[src/rtl/alu_share_arbiter_if.sv]
// Requester-side bus of the shared ALU arbiter: two request channels and one
// shared response channel, each with valid/ready handshakes.
interface alu_share_arbiter_if #(
  parameter int WIDTH = 24
);
  logic [1:0]       req_valid;
  logic [1:0]       req_ready;
  logic [2:0]       req_op0;
  logic [WIDTH-1:0] req_a0;
  logic [WIDTH-1:0] req_b0;
  logic [2:0]       req_op1;
  logic [WIDTH-1:0] req_a1;
  logic [WIDTH-1:0] req_b1;
  logic [1:0]       resp_valid;
  logic [1:0]       resp_ready;
  logic [WIDTH-1:0] resp_result;
  logic             resp_zero;
  logic             resp_err;

  modport master (
    output req_valid, req_op0, req_a0, req_b0, req_op1, req_a1, req_b1, resp_ready,
    input  req_ready, resp_valid, resp_result, resp_zero, resp_err
  );

  modport slave (
    input  req_valid, req_op0, req_a0, req_b0, req_op1, req_a1, req_b1, resp_ready,
    output req_ready, resp_valid, resp_result, resp_zero, resp_err
  );
endinterface

[src/rtl/alu_share_arbiter.sv]
// Round-robin sharing of one combinational ALU between the execute datapath
// (requester 0) and the branch-compare/address unit (requester 1).
module alu_share_arbiter #(
  parameter int WIDTH = 24
) (
  input  logic                 clk,
  input  logic                 rst,
  alu_share_arbiter_if.slave   bus,
  output logic [WIDTH-1:0]     alu_a,
  output logic [WIDTH-1:0]     alu_b,
  output logic [2:0]           alu_sel,
  output logic                 alu_binvert,
  output logic                 alu_cin,
  input  logic [WIDTH-1:0]     alu_result
);

  typedef enum logic [1:0] {
    IDLE = 2'd0,
    EXEC = 2'd1,
    RESP = 2'd2
  } state_t;

  // Decoded control word: {illegal, sel[2:0], binvert, cin}.
  function automatic logic [5:0] decode_op(input logic [2:0] op);
    case (op)
      3'b000:  decode_op = {1'b0, 3'b000, 1'b0, 1'b0};
      3'b001:  decode_op = {1'b0, 3'b001, 1'b0, 1'b0};
      3'b010:  decode_op = {1'b0, 3'b010, 1'b0, 1'b0};
      3'b011:  decode_op = {1'b0, 3'b011, 1'b1, 1'b1};
      3'b110:  decode_op = {1'b0, 3'b010, 1'b1, 1'b1};
      3'b111:  decode_op = {1'b0, 3'b011, 1'b1, 1'b1};
      default: decode_op = {1'b1, 3'b000, 1'b0, 1'b0};
    endcase
  endfunction

  state_t           state_r;
  state_t           state_nxt_s;
  logic             ptr_r;
  logic             grant_r;
  logic             err_r;
  logic             winner_s;
  logic             accept_s;
  logic             resp_done_s;
  logic [1:0]       req_ready_s;
  logic [2:0]       op_s;
  logic [WIDTH-1:0] a_s;
  logic [WIDTH-1:0] b_s;
  logic [5:0]       dec_s;
  logic [WIDTH-1:0] alu_a_r;
  logic [WIDTH-1:0] alu_b_r;
  logic [2:0]       alu_sel_r;
  logic             alu_binvert_r;
  logic             alu_cin_r;
  logic [1:0]       resp_valid_r;
  logic [WIDTH-1:0] resp_result_r;
  logic             resp_zero_r;
  logic             resp_err_r;

  assign accept_s    = (state_r == IDLE) && (bus.req_valid != 2'b00);
  assign resp_done_s = (state_r == RESP) && bus.resp_ready[grant_r];

  // State register.
  always_ff @(posedge clk) begin
    if (rst) begin
      state_r <= IDLE;
    end else begin
      state_r <= state_nxt_s;
    end
  end

  // Next-state logic.
  always_comb begin
    state_nxt_s = state_r;
    case (state_r)
      IDLE: begin
        if (bus.req_valid != 2'b00) begin
          state_nxt_s = EXEC;
        end else begin
          state_nxt_s = IDLE;
        end
      end
      EXEC: state_nxt_s = RESP;
      RESP: begin
        if (bus.resp_ready[grant_r]) begin
          state_nxt_s = IDLE;
        end else begin
          state_nxt_s = RESP;
        end
      end
      default: state_nxt_s = IDLE;
    endcase
  end

  // Arbitration and request-side outputs: a lone requester wins outright,
  // a tie goes to the pointer.
  always_comb begin
    winner_s    = ptr_r;
    req_ready_s = 2'b00;
    if (bus.req_valid == 2'b11) begin
      winner_s = ptr_r;
    end else begin
      winner_s = bus.req_valid[1];
    end
    if (accept_s) begin
      req_ready_s = winner_s ? 2'b10 : 2'b01;
    end else begin
      req_ready_s = 2'b00;
    end
    op_s  = winner_s ? bus.req_op1 : bus.req_op0;
    a_s   = winner_s ? bus.req_a1  : bus.req_a0;
    b_s   = winner_s ? bus.req_b1  : bus.req_b0;
    dec_s = decode_op(op_s);
  end

  // Datapath: ALU drive registers live only for the EXEC cycle, response
  // registers only for RESP; everything else sits at zero.
  always_ff @(posedge clk) begin
    if (rst) begin
      ptr_r         <= 1'b0;
      grant_r       <= 1'b0;
      err_r         <= 1'b0;
      alu_a_r       <= {WIDTH{1'b0}};
      alu_b_r       <= {WIDTH{1'b0}};
      alu_sel_r     <= 3'b000;
      alu_binvert_r <= 1'b0;
      alu_cin_r     <= 1'b0;
      resp_valid_r  <= 2'b00;
      resp_result_r <= {WIDTH{1'b0}};
      resp_zero_r   <= 1'b0;
      resp_err_r    <= 1'b0;
    end else begin
      case (state_r)
        IDLE: begin
          if (accept_s) begin
            grant_r       <= winner_s;
            err_r         <= dec_s[5];
            alu_sel_r     <= dec_s[4:2];
            alu_binvert_r <= dec_s[1];
            alu_cin_r     <= dec_s[0];
            // Illegal opcodes leave the ALU idle.
            alu_a_r       <= dec_s[5] ? {WIDTH{1'b0}} : a_s;
            alu_b_r       <= dec_s[5] ? {WIDTH{1'b0}} : b_s;
          end
        end
        EXEC: begin
          resp_valid_r  <= grant_r ? 2'b10 : 2'b01;
          resp_result_r <= err_r ? {WIDTH{1'b0}} : alu_result;
          resp_zero_r   <= err_r ? 1'b1 : (alu_result == {WIDTH{1'b0}});
          resp_err_r    <= err_r;
          alu_a_r       <= {WIDTH{1'b0}};
          alu_b_r       <= {WIDTH{1'b0}};
          alu_sel_r     <= 3'b000;
          alu_binvert_r <= 1'b0;
          alu_cin_r     <= 1'b0;
        end
        RESP: begin
          if (resp_done_s) begin
            ptr_r         <= ~grant_r;
            resp_valid_r  <= 2'b00;
            resp_result_r <= {WIDTH{1'b0}};
            resp_zero_r   <= 1'b0;
            resp_err_r    <= 1'b0;
          end
        end
        default: begin
          resp_valid_r <= 2'b00;
        end
      endcase
    end
  end

  assign bus.req_ready   = req_ready_s;
  assign bus.resp_valid  = resp_valid_r;
  assign bus.resp_result = resp_result_r;
  assign bus.resp_zero   = resp_zero_r;
  assign bus.resp_err    = resp_err_r;
  assign alu_a           = alu_a_r;
  assign alu_b           = alu_b_r;
  assign alu_sel         = alu_sel_r;
  assign alu_binvert     = alu_binvert_r;
  assign alu_cin         = alu_cin_r;

endmodule
[src/flat_wrapper.sv]
// flat-port wrapper written by rule: the top's interface ports become plain ports
module alu_share_arbiter_flat 
#(
  parameter int WIDTH = 24
)
  (clk, rst, alu_a, alu_b, alu_sel, alu_binvert, alu_cin, alu_result, bus_req_valid, bus_req_op0, bus_req_a0, bus_req_b0, bus_req_op1, bus_req_a1, bus_req_b1, bus_resp_ready, bus_req_ready, bus_resp_valid, bus_resp_result, bus_resp_zero, bus_resp_err);
  alu_share_arbiter_if #(.WIDTH(WIDTH)) bus_i ();
  input  logic clk;
  input  logic rst;
  output logic [WIDTH-1:0] alu_a;
  output logic [WIDTH-1:0] alu_b;
  output logic [2:0] alu_sel;
  output logic alu_binvert;
  output logic alu_cin;
  input  logic [WIDTH-1:0] alu_result;
  input wire logic [$bits(bus_i.req_valid)-1:0] bus_req_valid;
  input wire logic [$bits(bus_i.req_op0)-1:0] bus_req_op0;
  input wire logic [$bits(bus_i.req_a0)-1:0] bus_req_a0;
  input wire logic [$bits(bus_i.req_b0)-1:0] bus_req_b0;
  input wire logic [$bits(bus_i.req_op1)-1:0] bus_req_op1;
  input wire logic [$bits(bus_i.req_a1)-1:0] bus_req_a1;
  input wire logic [$bits(bus_i.req_b1)-1:0] bus_req_b1;
  input wire logic [$bits(bus_i.resp_ready)-1:0] bus_resp_ready;
  output wire logic [$bits(bus_i.req_ready)-1:0] bus_req_ready;
  output wire logic [$bits(bus_i.resp_valid)-1:0] bus_resp_valid;
  output wire logic [$bits(bus_i.resp_result)-1:0] bus_resp_result;
  output wire logic [$bits(bus_i.resp_zero)-1:0] bus_resp_zero;
  output wire logic [$bits(bus_i.resp_err)-1:0] bus_resp_err;
  assign bus_i.req_valid = bus_req_valid;
  assign bus_i.req_op0 = bus_req_op0;
  assign bus_i.req_a0 = bus_req_a0;
  assign bus_i.req_b0 = bus_req_b0;
  assign bus_i.req_op1 = bus_req_op1;
  assign bus_i.req_a1 = bus_req_a1;
  assign bus_i.req_b1 = bus_req_b1;
  assign bus_i.resp_ready = bus_resp_ready;
  assign bus_req_ready = bus_i.req_ready;
  assign bus_resp_valid = bus_i.resp_valid;
  assign bus_resp_result = bus_i.resp_result;
  assign bus_resp_zero = bus_i.resp_zero;
  assign bus_resp_err = bus_i.resp_err;
  alu_share_arbiter #(.WIDTH(WIDTH)) u_core (.clk(clk), .rst(rst), .bus(bus_i), .alu_a(alu_a), .alu_b(alu_b), .alu_sel(alu_sel), .alu_binvert(alu_binvert), .alu_cin(alu_cin), .alu_result(alu_result));
endmodule
[config.mk]
export PLATFORM = sky130hd
export DESIGN_NAME = alu_share_arbiter_flat
export DESIGN_NICKNAME = d
export VERILOG_FILES = /design/src/rtl/alu_share_arbiter_if.sv /design/src/rtl/alu_share_arbiter.sv /design/src/flat_wrapper.sv
export SDC_FILE = /design/constraint.sdc
export NUM_CORES = 1
export LEC_CHECK = 0
export ABC_AREA = 1
export CELL_PAD_IN_SITES_DETAIL_PLACEMENT = 1
export CELL_PAD_IN_SITES_GLOBAL_PLACEMENT = 1
export CORE_MARGIN = 4
export CORE_UTILIZATION = 28
export CTS_CLUSTER_SIZE = 14
export DETAILED_ROUTE_END_ITERATION = 16
export GPL_TIMING_DRIVEN = 1
export PLACE_DENSITY = 0.83
export REMOVE_ABC_BUFFERS = 1
export SLEW_MARGIN = 10
export SYNTH_ARGS = -nofsm -noshare
export SYNTH_HDL_FRONTEND = slang
export SYNTH_SLANG_ARGS = --single-unit
[constraint.sdc]
create_clock -name clk -period 4.1 [get_ports clk]
set_input_delay 0.41 -clock clk [delete_from_list [all_inputs] [get_ports clk]]
set_output_delay 0.41 -clock clk [all_outputs]
set_load 0.01 [all_outputs]
Yosys cells after proc, flatten, opt, wreduce, memory -nomap -nowiden
Cells that the tools add are included.
{ "word_totals": {"regBits": 86, "latch_bits": 0, "mem_bits_rw": 0, "mem_bits_ro": 0, "in_bits": 132, "out_inout_bits": 83, "word_cells": 74, "n_memories": 0} }
{ "classes": {"addsub": 0, "multipliers": 0, "div_mod_pow": 0, "order_cmp": 1, "n_eq_ne": 10, "n_shift": 0, "n_mux": 34, "n_bitwise": 2, "n_reduce_logical": 14} }
{ "ops": {"columns": ["op", "count"], "rows": [
  ["24-bit 2-to-1 mux", 8],
  ["24-bit case mux with 2 select lines", 3],
  ["6-bit case mux with 5 select lines", 1],
  ["24-bit zero test", 1],
  ["2-bit case mux with 3 select lines", 2],
  ["2-bit 2-to-1 mux", 5],
  ["2-bit AND reduction", 5],
  ["1-bit 2-to-1 mux", 8],
  ["1-bit case mux with 2 select lines", 4],
  ["3-bit by 2-bit equality test with 1-bit output, second input constant", 2],
  ["3-bit equality test, second input constant", 2],
  ["3-bit 2-to-1 mux", 2],
  ["3-bit case mux with 2 select lines", 1],
  ["2-bit nonzero test", 3],
  ["2-bit equality test, second input constant", 2],
  ["2-bit by 1-bit inequality test with 1-bit output, second input constant", 2],
  ["3-bit by 1-bit equality test with 1-bit output, second input constant", 1],
  ["3-bit zero test", 1],
  ["2-bit by 1-bit equality test with 1-bit output, second input constant", 1],
  ["1-bit logical AND", 2],
  ["2-bit zero test", 1],
  ["1-bit by 2-bit less-than comparator with 1-bit output, second input constant", 1],
  ["1-bit inverter", 2],
  ["2-bit OR reduction", 1]
]} }

Longest topological paths before layout
{ "logic_depth": {"word_depth": 9, "depth_mapped": 10, "ltp_nobuf": 9} }

Worst setup path before layout
OpenSTA, ideal clock, no wires.
{ "synth_path": {"path_kind": "input to output", "from": "in bus_req_valid[1]", "to": "out bus_req_ready[0]", "arrival_time_ns": 1.073, "required_time_ns": 3.690, "path_slack_ns": 2.617, "stages": 4, "n_path_buf": 0, "cell_sequence": "nor2_1 > nor3_4 > inv_2 > nor2_1"} }
{ "synth_between": {"elab_chain_len": 4, "word_cells_on_any_way": 6, "classes_between": "eq/ne (1); mux (3); reduce/logical (2)"} }
{ "synth_rtl": {"columns": ["item", "line", "source"], "rows": [
  ["start, declared", "flat_wrapper.sv:16", "input wire logic [$bits(bus_i.req_valid)-1:0] bus_req_valid;"],
  ["2-bit equality test", "alu_share_arbiter.sv:99", "if (bus.req_valid == 2'b11) begin"],
  ["1-bit 2-to-1 mux", "alu_share_arbiter.sv:99", null],
  ["2-bit 2-to-1 mux", "alu_share_arbiter.sv:105", "req_ready_s = winner_s ? 2'b10 : 2'b01;"],
  ["2-bit 2-to-1 mux (*)", "alu_share_arbiter.sv:104", "if (accept_s) begin"],
  ["end, declared", "flat_wrapper.sv:24", "output wire logic [$bits(bus_i.req_ready)-1:0] bus_req_ready;"]
]} }
Mark *: on every way between the ends. The rest lies on a longest branch, timed or not.

==> impl_results.md <==
* Largest area contributor in the netlist: dfxtp_1
* Starting Density at 28.4%
* Period utilization at 67.2%
* Most frequent cells in the layout: nand2_1, clkdlybuf4s50_1, dfxtp_1
* Mean area per synthesized cell at 6.59 µm²
* I/O Buffers at 213
* Clock Latency Late Sink at 0.33 ns
* Worst relative slew slack at 22.6%
* GRT Residual Overflow at 0
* Root buffer cell: clkbuf_16
* First-pass GRT wire length at 23.9 mm
* Post-CTS Setup Repair Bufs at 0
* Area growth syn-to-layout at 64.2%
* Post-Route Setup TNS at 0 ns
* Total Wirelength at 14.6 mm
* TritonRoute pass-1 iters at 4
* Crit-path slowest cell: clkinv_1
* Die H at 126 µm
* Max Clk Rate at 363 MHz
* CTS resizes at 0
* # rows at 43
* Die W at 126 µm
* Core Footprint at 13800 µm²
* Final net count at 920
* Drt drc at 0
* Setup CP Type: input port to register
* Number of global-route vias before repair at 4836
* Final Max Slew Viols at 0
* Die area at 16000 µm²
* Worst reg2reg path endpoint: u_core.alu_a[1]
* DPL Wire Length at 11.5 mm
* CP Launch Point: rst
* Final hold viol count at 0
* CP Data Required Time at 4.32 ns
* GPL Wtd Cong at 0.811
* Clock Skew at 0.00566 ns
* CTS tree: done
* Worst setup EP type: register
* Post-synth top area share at 42.8%
* PD cells at 363 nW/µm²
* Outcome: complete, no violations
* Worst Reg-to-Reg Cells at 9
* Syn Inst Count at 597
* Synthesis Warnings at 0
* DRT iter0 DRCs at 156
* Post-DP Area at 6140 µm²
* Fill cells at 1745
* Post-synthesis cell type count at 23
* Ranking of synthesized cells by area: dfxtp_1, nand2_1, nand3_1
* Critical path's largest stage delay at 1.07 ns
* Hold crit path type: register to register
* Commonest non-fill, non-tap cell in the layout: nand2_1
* Vias per cell at 4.60
* Share of layout cells above drive strength 1 at 5.04%
* DR WL/cell at 15.0 µm
* I/O Pins at 215
* Worst path arrival time at 2.98 ns
* Area of the mapped netlist at 3930 µm²
* Pin count of the biggest net entering global routing at 51
* Reg clk slew, reported paths at 0.06 ns
* RSZ-0062 raised after global routing: no
* Crit path max fanout at 45
* ANT cells at 0
* Via count at 4475
* Worst vdd ir at 212 µV
* CTS H-tree lvls at 3
* CP endpoint: u_core.alu_a[5]
* Clk sink count at 84
* CTS Buf Count at 9
* Setup slack, reg-to-reg at 1.83 ns
* Static Leak at 0.00288 µW
* Startpoint Class: input port
* R2r startpoint: u_core.ptr_r
* Final instance area at 6460 µm²
* Tmin final at 2.75 ns
* Seq cells post-synth at 84
* Antenna violations before repair at 3
* Crit path cell chain: clkdlybuf4s50_1 > clkinv_1 > buf_4 > nand4_1 > nand2_1
* # Max-Cap Violations at 0
* Worst-Margin Slew at 1.15 ns
* Longest Clk Path Bufs at 2
* Setup violators final at 0
* Post-route ant nets at 0
* Sequential share of the synthesized area at 42.8%
* Tot GR Track Use at 18.4%
* CTS hold repair buffers at 0
## layer usage
layer	track usage, %	wire [µm]
met1	20.4	5960
met2	33.0	7140
met3	6.23	1210
met4	5.55	211
met5	0	38
## cell type report
type | count | area (µm²) | area share, %
Timing Repair Buffer | 219 | 2180 | 33.7
Multi-Input combinational cell | 443 | 1940 | 30.0
Sequential cell | 84 | 1680 | 26.0
Clock buffer | 11 | 243 | 3.76
Tap cell | 180 | 225 | 3.49
Inverter | 31 | 116 | 1.80
Clock inverter | 5 | 75.1 | 1.16
## flip-flops by register name, indices dropped and copies added (netlist names), 2 cells and up
| name | count |
|---|---|
| u_core.bus.resp_result | 24 |
| u_core.alu_b | 24 |
| u_core.alu_a | 24 |
| u_core.state_r | 2 |
| u_core.alu_sel | 2 |
| u_core.bus.resp_valid | 2 |
## power by group
part	leakage, µW	switching (µW)	internal (µW)	total (µW)
Sequential	0.000687	38.5	882	920
Clock	0.000159	314	547	861
Combinational	0.00203	271	289	560
Total	0.00288	624	1720	2340
## worst min-delay path by stage
stage / cells after the start / slack (ns) / end / start
6_report: 2 / 0.45 / u_core.alu_b[1] / u_core.alu_b[1]
3_3_place_gp: 2 / 0.44 / u_core.alu_a[9] / u_core.alu_a[9]
4_1_cts: 2 / 0.45 / u_core.alu_b[1] / u_core.alu_b[1]
3_5_place_dp: 2 / 0.44 / u_core.alu_b[21] / u_core.alu_b[21]
5_1_grt: 2 / 0.47 / u_core.alu_a[23] / u_core.alu_a[23]
2_1_floorplan: 2 / 0.43 / u_core.ptr_r / u_core.ptr_r
## cell usage after synthesis (all sizes together)
library cell,n
o21ai,5
nor2,16
nand3b,1
dfxtp,84
inv,30
or2,20
clkinv,1
nand2,290
clkbuf,17
a21oi,34
conb,1
nand3,52
buf,22
nand4,22
nor3,2
## worst max-delay path, delay by kind of cell
kind | cells | cell delay (ns)
buffers and inverters | 3 | 2.38
AND/OR/NAND/NOR | 2 | 0.15
## cell families after synthesis
kind of cell           after synthesis  share of synthesized area (%)
flip-flops                          84                           42.8
other                                1                         0.0954
buffers and inverters               70                           8.05
AO/OA/AOI/OAI                       39                           5.06
AND/OR/NAND/NOR                    403                           44.0
## through the flow
step	std cells	util, %	total power, µW	hold slack (ns)	setup slack [ns]
global route	973	46.7	2470	0.470	1.16
floorplan	558	-	1160	0.431	0.313
global placement	957	44.4	1490	0.436	1.32
finish	973	46.7	2340	0.454	1.35
CTS	973	46.7	2380	0.454	1.33
detailed placement	957	44.4	1510	0.444	1.21
Power figures use the tool's default switching activity.
